File: src/rtl/qpix_dac_pkg.sv
// Shared definitions for the MCP4911 write sequencer: FSM states, command-word
// bit positions and the request FIFO entry layout.
package qpix_dac_pkg;

  typedef enum logic [2:0] {
    S_IDLE,
    S_ISSUE,
    S_WAIT,
    S_DRAIN,
    S_STEP
  } state_t;

  // MCP4911 command word bit positions
  localparam int unsigned BIT_WRITE    = 15;
  localparam int unsigned BIT_BUF      = 14;
  localparam int unsigned BIT_GA_N     = 13;
  localparam int unsigned BIT_SHDN_N   = 12;
  localparam int unsigned BIT_DATA_MSB = 11;

  // FIFO entry = {code, buf, ga_n, shdn_n}
  localparam int unsigned ENT_SHDN_N   = 0;
  localparam int unsigned ENT_GA_N     = 1;
  localparam int unsigned ENT_BUF      = 2;
  localparam int unsigned ENT_CODE_LSB = 3;
  localparam int unsigned ENT_CFG_BITS = 3;

endpackage

File: src/rtl/sync_fifo.sv
// Single-clock FIFO with full/empty flags; synchronous reset flushes contents.
module sync_fifo #(
  parameter int unsigned WIDTH = 8,
  parameter int unsigned DEPTH = 4
) (
  input  logic             clk,
  input  logic             rst,
  input  logic             push,
  input  logic [WIDTH-1:0] wdata,
  input  logic             pop,
  output logic [WIDTH-1:0] rdata,
  output logic             full,
  output logic             empty
);

  localparam int unsigned AW = $clog2(DEPTH);

  logic [WIDTH-1:0] mem [DEPTH];
  logic [AW:0]      wptr;
  logic [AW:0]      rptr;
  logic             do_push;
  logic             do_pop;

  assign do_push = push && !full;
  assign do_pop  = pop && !empty;

  always_ff @(posedge clk) begin
    if (rst) begin
      wptr <= '0;
      rptr <= '0;
    end else begin
      if (do_push) wptr <= wptr + 1'b1;
      if (do_pop)  rptr <= rptr + 1'b1;
    end
  end

  always_ff @(posedge clk) begin
    if (do_push) mem[wptr[AW-1:0]] <= wdata;
  end

  assign rdata = mem[rptr[AW-1:0]];
  assign empty = (wptr == rptr);
  assign full  = (wptr[AW] != rptr[AW]) && (wptr[AW-1:0] == rptr[AW-1:0]);

endmodule

File: src/rtl/dac_write_sequencer.sv
// Buffers DAC setpoint requests and issues MCP4911 write words to the SPI driver.
// Optional feature macro: DAC_RAMP_EN (slew-limited approach to each target).
module dac_write_sequencer
  import qpix_dac_pkg::*;
#(
  parameter int unsigned DAC_BITS       = 10,
  parameter int unsigned SPI_LENGTH     = 16,
  parameter int unsigned FIFO_DEPTH     = 4,
  parameter int unsigned TIMEOUT_CYCLES = 4096,
  parameter int unsigned RAMP_STEP      = 8
) (
  input  logic                  clk,
  input  logic                  rst,
  input  logic                  req_valid,
  output logic                  req_ready,
  input  logic [DAC_BITS-1:0]   req_code,
  input  logic                  req_buf,
  input  logic                  req_ga_n,
  input  logic                  req_shdn_n,
  output logic                  spi_new_reg,
  output logic [SPI_LENGTH-1:0] spi_data,
  input  logic                  spi_done,
  input  logic                  err_clr,
  output logic                  busy,
  output logic                  fifo_full,
  output logic                  timeout_err,
  output logic [DAC_BITS-1:0]   cur_code
);

  localparam int unsigned EW = DAC_BITS + ENT_CFG_BITS;
  localparam int unsigned CW = $clog2(TIMEOUT_CYCLES);

  if (DAC_BITS < 8 || DAC_BITS > 12) begin : g_bad_dac_bits
    $error("DAC_BITS must be 8..12");
  end
  if (SPI_LENGTH < 16) begin : g_bad_spi_length
    $error("SPI_LENGTH must be at least 16");
  end
  if (FIFO_DEPTH < 2 || (FIFO_DEPTH & (FIFO_DEPTH - 1)) != 0) begin : g_bad_depth
    $error("FIFO_DEPTH must be a power of 2, at least 2");
  end
  if (TIMEOUT_CYCLES < 2) begin : g_bad_timeout
    $error("TIMEOUT_CYCLES must be at least 2");
  end
  if (RAMP_STEP < 1) begin : g_bad_ramp_step
    $error("RAMP_STEP must be at least 1");
  end

  state_t                  state;
  state_t                  state_next;
  logic                    pop;
  logic                    load;
  logic                    commit;
  logic                    tmo;
  logic                    fifo_empty;
  logic [EW-1:0]           head;
  logic [DAC_BITS-1:0]     head_code;
  logic [ENT_CFG_BITS-1:0] head_cfg;
  logic [DAC_BITS-1:0]     next_code;
  logic [ENT_CFG_BITS-1:0] next_cfg;
  logic [DAC_BITS-1:0]     wr_code;
  logic [CW-1:0]           cnt;
  logic                    timeout_hit;

  assign req_ready = !fifo_full && !rst;

  sync_fifo #(
    .WIDTH (EW),
    .DEPTH (FIFO_DEPTH)
  ) u_fifo (
    .clk   (clk),
    .rst   (rst),
    .push  (req_valid && req_ready),
    .wdata ({req_code, req_buf, req_ga_n, req_shdn_n}),
    .pop   (pop),
    .rdata (head),
    .full  (fifo_full),
    .empty (fifo_empty)
  );

  assign head_code = head[ENT_CODE_LSB +: DAC_BITS];
  assign head_cfg  = head[ENT_CFG_BITS-1:0];

  function automatic logic [SPI_LENGTH-1:0] make_word(
    input logic [DAC_BITS-1:0]     code,
    input logic [ENT_CFG_BITS-1:0] cfg
  );
    logic [SPI_LENGTH-1:0] w;
    w                        = '0;
    w[BIT_WRITE]             = 1'b0;
    w[BIT_BUF]               = cfg[ENT_BUF];
    w[BIT_GA_N]              = cfg[ENT_GA_N];
    w[BIT_SHDN_N]            = cfg[ENT_SHDN_N];
    w[BIT_DATA_MSB -: DAC_BITS] = code;
    return w;
  endfunction

`ifdef DAC_RAMP_EN
  logic [DAC_BITS-1:0]     tgt_q;
  logic [ENT_CFG_BITS-1:0] cfg_q;
  logic [DAC_BITS-1:0]     ramp_tgt;
  logic signed [DAC_BITS:0] diff;
  logic signed [DAC_BITS:0] step_lim;

  // First write of an entry steps from the FIFO head; later ones from the held target.
  always_comb begin
    ramp_tgt = (state == S_IDLE) ? head_code : tgt_q;
    next_cfg = (state == S_IDLE) ? head_cfg : cfg_q;
    diff     = $signed({1'b0, ramp_tgt}) - $signed({1'b0, cur_code});
    step_lim = $signed((DAC_BITS + 1)'(RAMP_STEP));
    if (diff > step_lim)       next_code = cur_code + DAC_BITS'(RAMP_STEP);
    else if (diff < -step_lim) next_code = cur_code - DAC_BITS'(RAMP_STEP);
    else                       next_code = ramp_tgt;
  end

  always_ff @(posedge clk) begin
    if (rst) begin
      tgt_q <= '0;
      cfg_q <= '0;
    end else if (pop) begin
      tgt_q <= head_code;
      cfg_q <= head_cfg;
    end
  end
`else
  assign next_code = head_code;
  assign next_cfg  = head_cfg;
`endif

  assign timeout_hit = (cnt == CW'(TIMEOUT_CYCLES - 1));

  always_ff @(posedge clk) begin
    if (rst) state <= S_IDLE;
    else     state <= state_next;
  end

  always_comb begin
    state_next = state;
    pop        = 1'b0;
    load       = 1'b0;
    commit     = 1'b0;
    tmo        = 1'b0;
    case (state)
      S_IDLE: begin
        if (!fifo_empty) begin
          pop        = 1'b1;
          load       = 1'b1;
          state_next = S_ISSUE;
        end
      end
      S_ISSUE: state_next = S_WAIT;
      S_WAIT: begin
        if (timeout_hit) begin
          tmo        = 1'b1;
          state_next = S_IDLE;
        end else if (spi_done) begin
          state_next = S_DRAIN;
        end
      end
      S_DRAIN: begin
        if (timeout_hit) begin
          tmo        = 1'b1;
          state_next = S_IDLE;
        end else if (!spi_done) begin
          commit     = 1'b1;
`ifdef DAC_RAMP_EN
          state_next = (wr_code == tgt_q) ? S_IDLE : S_STEP;
`else
          state_next = S_IDLE;
`endif
        end
      end
`ifdef DAC_RAMP_EN
      S_STEP: begin
        load       = 1'b1;
        state_next = S_ISSUE;
      end
`endif
      default: state_next = S_IDLE;
    endcase
  end

  always_ff @(posedge clk) begin
    if (rst) begin
      spi_data    <= '0;
      wr_code     <= '0;
      cur_code    <= '0;
      cnt         <= '0;
      timeout_err <= 1'b0;
    end else begin
      if (load) begin
        spi_data <= make_word(next_code, next_cfg);
        wr_code  <= next_code;
        cnt      <= '0;
      end else if (state == S_WAIT || state == S_DRAIN) begin
        cnt <= cnt + CW'(1);
      end
      if (commit) cur_code <= wr_code;
      if (tmo)          timeout_err <= 1'b1;
      else if (err_clr) timeout_err <= 1'b0;
    end
  end

  assign spi_new_reg = (state == S_ISSUE);
  assign busy        = (state != S_IDLE) || !fifo_empty;

endmodule

File: config.mk
export PLATFORM = sky130hd
export DESIGN_NAME = dac_write_sequencer
export DESIGN_NICKNAME = d
export VERILOG_FILES = /design/src/rtl/qpix_dac_pkg.sv /design/src/rtl/sync_fifo.sv /design/src/rtl/dac_write_sequencer.sv
export SDC_FILE = /design/constraint.sdc
export NUM_CORES = 1
export LEC_CHECK = 0
export CAP_MARGIN = 20
export CORE_MARGIN = 1
export CORE_UTILIZATION = 54
export DETAILED_ROUTE_END_ITERATION = 12
export MAX_ROUTING_LAYER = met4
export PLACE_DENSITY = 0.78
export SETUP_SLACK_MARGIN = 0.4
export SYNTH_ARGS = -nofsm -noshare
export SYNTH_HDL_FRONTEND = slang
export SYNTH_SLANG_ARGS = --single-unit
export TNS_END_PERCENT = 30
File: constraint.sdc
create_clock -name clk -period 2.45 [get_ports clk]
set_clock_uncertainty 0.05 [all_clocks]
set_input_delay 0.49 -clock clk [delete_from_list [all_inputs] [get_ports clk]]
set_output_delay 0.49 -clock clk [all_outputs]
set_load 0.1 [all_outputs]
# --- Word level (Yosys, flattened, before mapping) ---
# Memory sizes are Yosys's and may differ from the RTL's. A register that Yosys moved wholly into a read port is not among the register bits.
# Cells that the tools add are included.
word_totals:
  register_bits: 55
  mem_bits_rw: 52
  inputBits: 18
  n_memories: 1
memory_table:
  columns: ["memory", "depth", "word_bits", "read_ports", "rd_clocked_by_memory_dff", "wr", "line", "text"]
  rows:
  - ["u_fifo.mem", 4, 13, 1, 1, 1, "sync_fifo.sv:18", "logic [WIDTH-1:0] mem [DEPTH];"]
op_classes:
  n_addsub: 3
  n_eq_ne: 10
  muxes: 19
  reduce_logical: 16
ops:
  columns: ["cell", "n"]
  rows:
  - ["$mux 3", 5]
  - ["$add 12x1->12 const B", 1]
  - ["$eq 12x12->1 const B", 1]
  - ["$pmux 3 s4", 1]
  - ["$mux 1", 11]
  - ["$add 3x1->3 const B", 2]
  - ["$eq 3x2->1 const B", 2]
  - ["$ne 3x3->1 const B", 2]
  - ["$logic_and 1x1->1", 5]
  - ["$mux 2", 2]
  - ["$reduce_or 2->1", 2]
  - ["$eq 3x1->1 const B", 1]
  - ["$eq 3x3->1", 1]
  - ["$logic_not 1->1", 3]
  - ["$logic_not 3->1", 1]
  - ["$reduce_and 3->1", 1]
  - ["$reduce_bool 3->1", 1]
  - ["$eq 2x2->1", 1]
  - ["$logic_or 1x1->1", 2]
  - ["$ne 2x2->1 const B", 1]
  - ["$reduce_bool 2->1", 1]
  - ["$ne 1x1->1", 1]

# --- Longest topological paths before layout ---
depth:
  ltp_word: 8
  ltp_mapped: 6

# --- Hierarchy ---
# Synthesis repeated with hierarchy kept, for this count alone.
hier_totals:
  cells_unflattened: 319
  hier_area_um2: 4082.7
modules_own_cells:
  columns: ["module", "instances", "cells_per_inst", "area_per_inst_um2", "seq_area_each_um2"]
  rows:
  - ["sync_fifo", 1, 135, 2447.3, 1721.7]
  - ["dac_write_sequencer", 1, 184, 1635.3, 760.7]

# --- Worst setup path after synthesis ---
# No wires, ideal clock.
synth_timing:
  path_type: "register -> output"
  start: "register u_fifo.wptr[1]"
  end: "output req_ready"
  arrival_time_ns: 3.958
  t_required_ns: 1.910
  setup_slack_ns: -2.048
  path_stages_with_launch: 4
  path_buffers: 0
  path_cell_list: "dfxtp_1 -> xor2_1 -> nor3_1 -> nor2_1"
synth_via:
  elab_chain_cells: 4
synth_lines:
  columns: ["item", "line", "text"]
  rows:
  - ["start, declared", "sync_fifo.sv:19", "logic [AW:0] wptr;"]
  - ["start signal, assigned", "sync_fifo.sv:32", "if (do_push) wptr <= wptr + 1'b1;"]
  - ["$eq 2x2->1", "sync_fifo.sv:43", "assign full = (wptr[AW] != rptr[AW]) && (wptr[AW-1:0] == rptr[AW-1:0]);"]
  - ["$logic_and 1x1->1", "sync_fifo.sv:43", null]
  - ["net fifo_full", "dac_write_sequencer.sv:25", "output logic fifo_full,"]
  - ["$logic_not 1->1", "dac_write_sequencer.sv:65", "assign req_ready = !fifo_full && !rst;"]
  - ["$logic_and 1x1->1", "dac_write_sequencer.sv:65", null]
  - ["end, declared", "dac_write_sequencer.sv:15", "output logic req_ready,"]
# The timed path passes the listed nets, and every way through them passes these cells.

# --- Worst setup path after layout ---
layout_timing:
  start: "register u_fifo.wptr[1]"
  end: "output busy"
layout_via:
  elab_chain_cells: 3
layout_lines:
  columns: ["item", "line", "text"]
  rows:
  - ["$eq 3x3->1", "sync_fifo.sv:42", "assign empty = (wptr == rptr);"]
  - ["$logic_not 1->1", "dac_write_sequencer.sv:205", "assign busy = (state != S_IDLE) || !fifo_empty;"]
  - ["$logic_or 1x1->1", "dac_write_sequencer.sv:205", null]
  - ["end, declared", "dac_write_sequencer.sv:24", "output logic busy,"]
# Every way passes these cells.

==> reports/qor.txt <==
DRT Pass-1 Iters: 4
Post-Synthesis Cells: 268
total clock buffers created by CTS: 9
arrival time worst endpoint: 1.45 ns
Initial Util: 56.0%
final setup margin: 0.461 ns
Detailed Place HPWL: 4.40 mm
Final Cycle Share: 81.2%
Layout Nets: 349
largest net degree at the start of global routing: 29
Worst Path Max Fanout: 6
post-synth design cell area: 3830 sq um
R2R setup slack: 0.62 ns
routed wire length: 6.54 mm
Min-Delay Endpoint: spi_data[14]
Vias/cell: 5.16
Pwr per Cell Area: 1080 nW/um^2
IO Pins: 49
CTS tree: built
final max-slew violation count: 0
buffer depth of the longest clock path: 2
H-tree depth: 3
initial antenna violation count: 0
CP Capture Type: output port
sequential fraction of the synthesis area: 64.9%
post-synth cell types: 35
Final GP Congestion: 0.761
Worst slew margin: 58.9%
RR Endpoint: cnt[1]
fillers: 494
Pint: 0.00302 W
slew at the pin closest to its max-slew limit: 0.616 ns
Reg clk slew, reported paths: 0.10 ns
Max-cap violations: 0
core area: 6830 sq um
CTS Sinks: 98
Combinational Power Share: 37.5%
Yosys reg bits: 98
Inst Count DP: 408
RR Startpoint: u_fifo.wptr[2]
P_sw: 0.00207 W
Seq pwr share: 41.0%
Syn-to-layout area delta: 22.9%
clock root cell: clkbuf_8
pre-CTS WS: 0.384 ns
worst stage delay on the critical path: 0.40 ns
Worst Setup SP: u_fifo.wptr[1]
Final Hold Slack: 0.456 ns
vias in the first global route: 2174
Port Buf Inserts: 45
Tot GR Track Use: 20.0%
row count: 30
Die H: 86.2 microns
worst hold path type: flip-flop to flip-flop
later-pin clock latency in the skew report: 0.36 ns
FMAX: 503 MHz
CP Cell Sequence: xnor2_2 -> nand4_1 -> buf_12
Hold Vio Cnt, Final: 0
Tot Pwr: 0.00509 W
synth warn: 0
Worst VDD drop: 0.455 mV
status: finished, final reports clean
RSZ-0062 raised after global routing: true
kind of critical path: flip-flop to output port
diode count: 0
# setup viols final: 0
antenna-violating nets left: 0
drt first-iter violations: 66
Final min period: 1.99 ns
CP max-delay cell: dfxtp_2
die area: 7430 sq um
Worst Hold Depth: 2
Worst Hold Launch: spi_data[14]
Avg WL per Cell: 15.4 microns
Leakage Power: 1.68 nW
Startpoint Class: flip-flop
layout cells sized above 1: 27.0%
R2R depth: 6
first-pass GRT wire length: 10.6 mm
vias: 2198
Clk pwr share: 21.5%
Die X: 86.2 microns
grt ovf: 0
sw frac: 40.7%
Final Non-Filler Cells: 426
Req. time, crit path: 1.91 ns
TNS Setup: 0 ns
syn avg cell area: 14.3 sq um
# DRC: 0
## cells by family (layout without fill, tap and decap cells)
group	after synthesis	count (layout)	synth area share (%)
flip-flops	98	98	64.9
AO/OA/AOI/OAI	9	9	2.22
XOR/XNOR	20	20	4.77
multiplexers	39	39	14.4
other	1	3	0.0980
buffers and inverters	19	79	2.62
AND/OR/NAND/NOR	76	76	9.02
adder cells (fa/ha/maj)	6	6	1.96
## metal layers
metal / track usage, % / up-vias / part of all wire [%]
met5: - / - / 0
met4: 6.97 / 0 / 1.4
met3: 5.33 / 5 / 3.4
met2: 31.7 / 47 / 51
met1: 25.3 / 1066 / 44
li1: - / 1080 / -
## worst max path at each step
stage,endpoint,cells after the start
final,busy,3
after global routing,req_ready,4
after CTS,busy,3
after detailed placement,u_fifo.mem[1][11],5
after global placement,u_fifo.mem[1][2],5
after floorplan,req_ready,3
## registers in the layout, indices dropped and copies added, names as in the netlist, named ones only
signal / count
cnt: 12
wr_code: 9
cur_code: 10
u_fifo.rptr: 3
timeout_err: 1
u_fifo.mem: 52
state: 2
spi_data: 4
u_fifo.wptr: 3
## area by class of cell
type	instances	area (sq um)	area share, %
flip-flops and latches	98	2490	53.0
multi-input cells	153	1340	28.4
repair buffers	58	515	11.0
clock buffers	9	124	2.63
well taps	96	120	2.55
clock inverters	7	93.8	2.00
inverters	5	18.8	0.399
## synth_stat cells
cell type	instances	area, sq um
o21ai_0	1	5.00
and4_1	2	17.5
and3_1	1	6.26
nand3b_1	1	7.51
o31ai_1	1	7.51
buf_2	2	10.0
dfxtp_1	46	921
mux2i_1	26	260
mux4_2	13	293
buf_4	4	30.0
inv_1	5	18.8
a211oi_1	1	7.51
or3b_2	1	8.76
buf_1	1	3.75
nor2_1	49	184
nand3_1	2	10.0
o311ai_0	1	8.76
edfxtp_1	52	1560
a41oi_1	1	8.76
a2bb2oi_1	1	8.76
nand4_1	6	37.5
ha_1	6	75.1
xnor2_1	10	87.6
nor3_1	3	15.0
a311oi_4	1	26.3
buf_8	1	15.0
clkbuf_1	6	22.5
and2_1	5	31.3
xor2_1	9	78.8
xnor2_2	1	16.3
or2_2	1	6.26
nor4_1	1	6.26
a31oi_1	2	12.5
conb_1	1	3.75
nand2_1	4	15.0
## power groups by stage
stage                     Sequential, W  Clock, W  Combinational (W)
after global placement          0.00209         0            0.00185
after detailed placement        0.00210         0            0.00187
final                           0.00208   0.00110            0.00191
after floorplan                 0.00266         0           0.000918
after CTS                       0.00208   0.00112            0.00190
after global routing            0.00211   0.00119            0.00200
## worst max-delay path: cells and delay by family (launching register included)
kind	cells	cell delay, ns
flops	1	0.40
xor+xnor	1	0.25
simple gates	1	0.21
buf+inv	1	0.22
## placed cells by master (no fill, tap or decap), types with 6 or more instances in the layout
cell | netlist | layout
nor2_1 | 49 | 47
buf_4 | 4 | 38
xnor2_1 | 10 | 8
ha_1 | 6 | 6
clkdlybuf4s50_1 | 0 | 17
dfxtp_1 | 46 | 39
edfxtp_1 | 52 | 52
dfxtp_2 | 0 | 6
nand4_1 | 6 | 6
xor2_1 | 9 | 7
mux4_2 | 13 | 13
clkbuf_8 | 0 | 9
mux2i_1 | 26 | 26
## per-stage QoR
step,cell area (sq um),utilization (%)
2_1_floorplan,3850,-
3_3_place_gp,4390,64.3
3_5_place_dp,4390,64.3
4_1_cts,4660,68.2
5_1_grt,4700,68.8
6_report,4700,68.8
## repair_timing
item | 4_1_cts | 5_1_grt
resized for setup | 10 | 6
setup endpoints to repair | 2 | 55
hold buffers | 0 | 0
pin swaps | 2 | 2
buffers inserted | 0 | 2
Power figures use the tool's default switching activity.
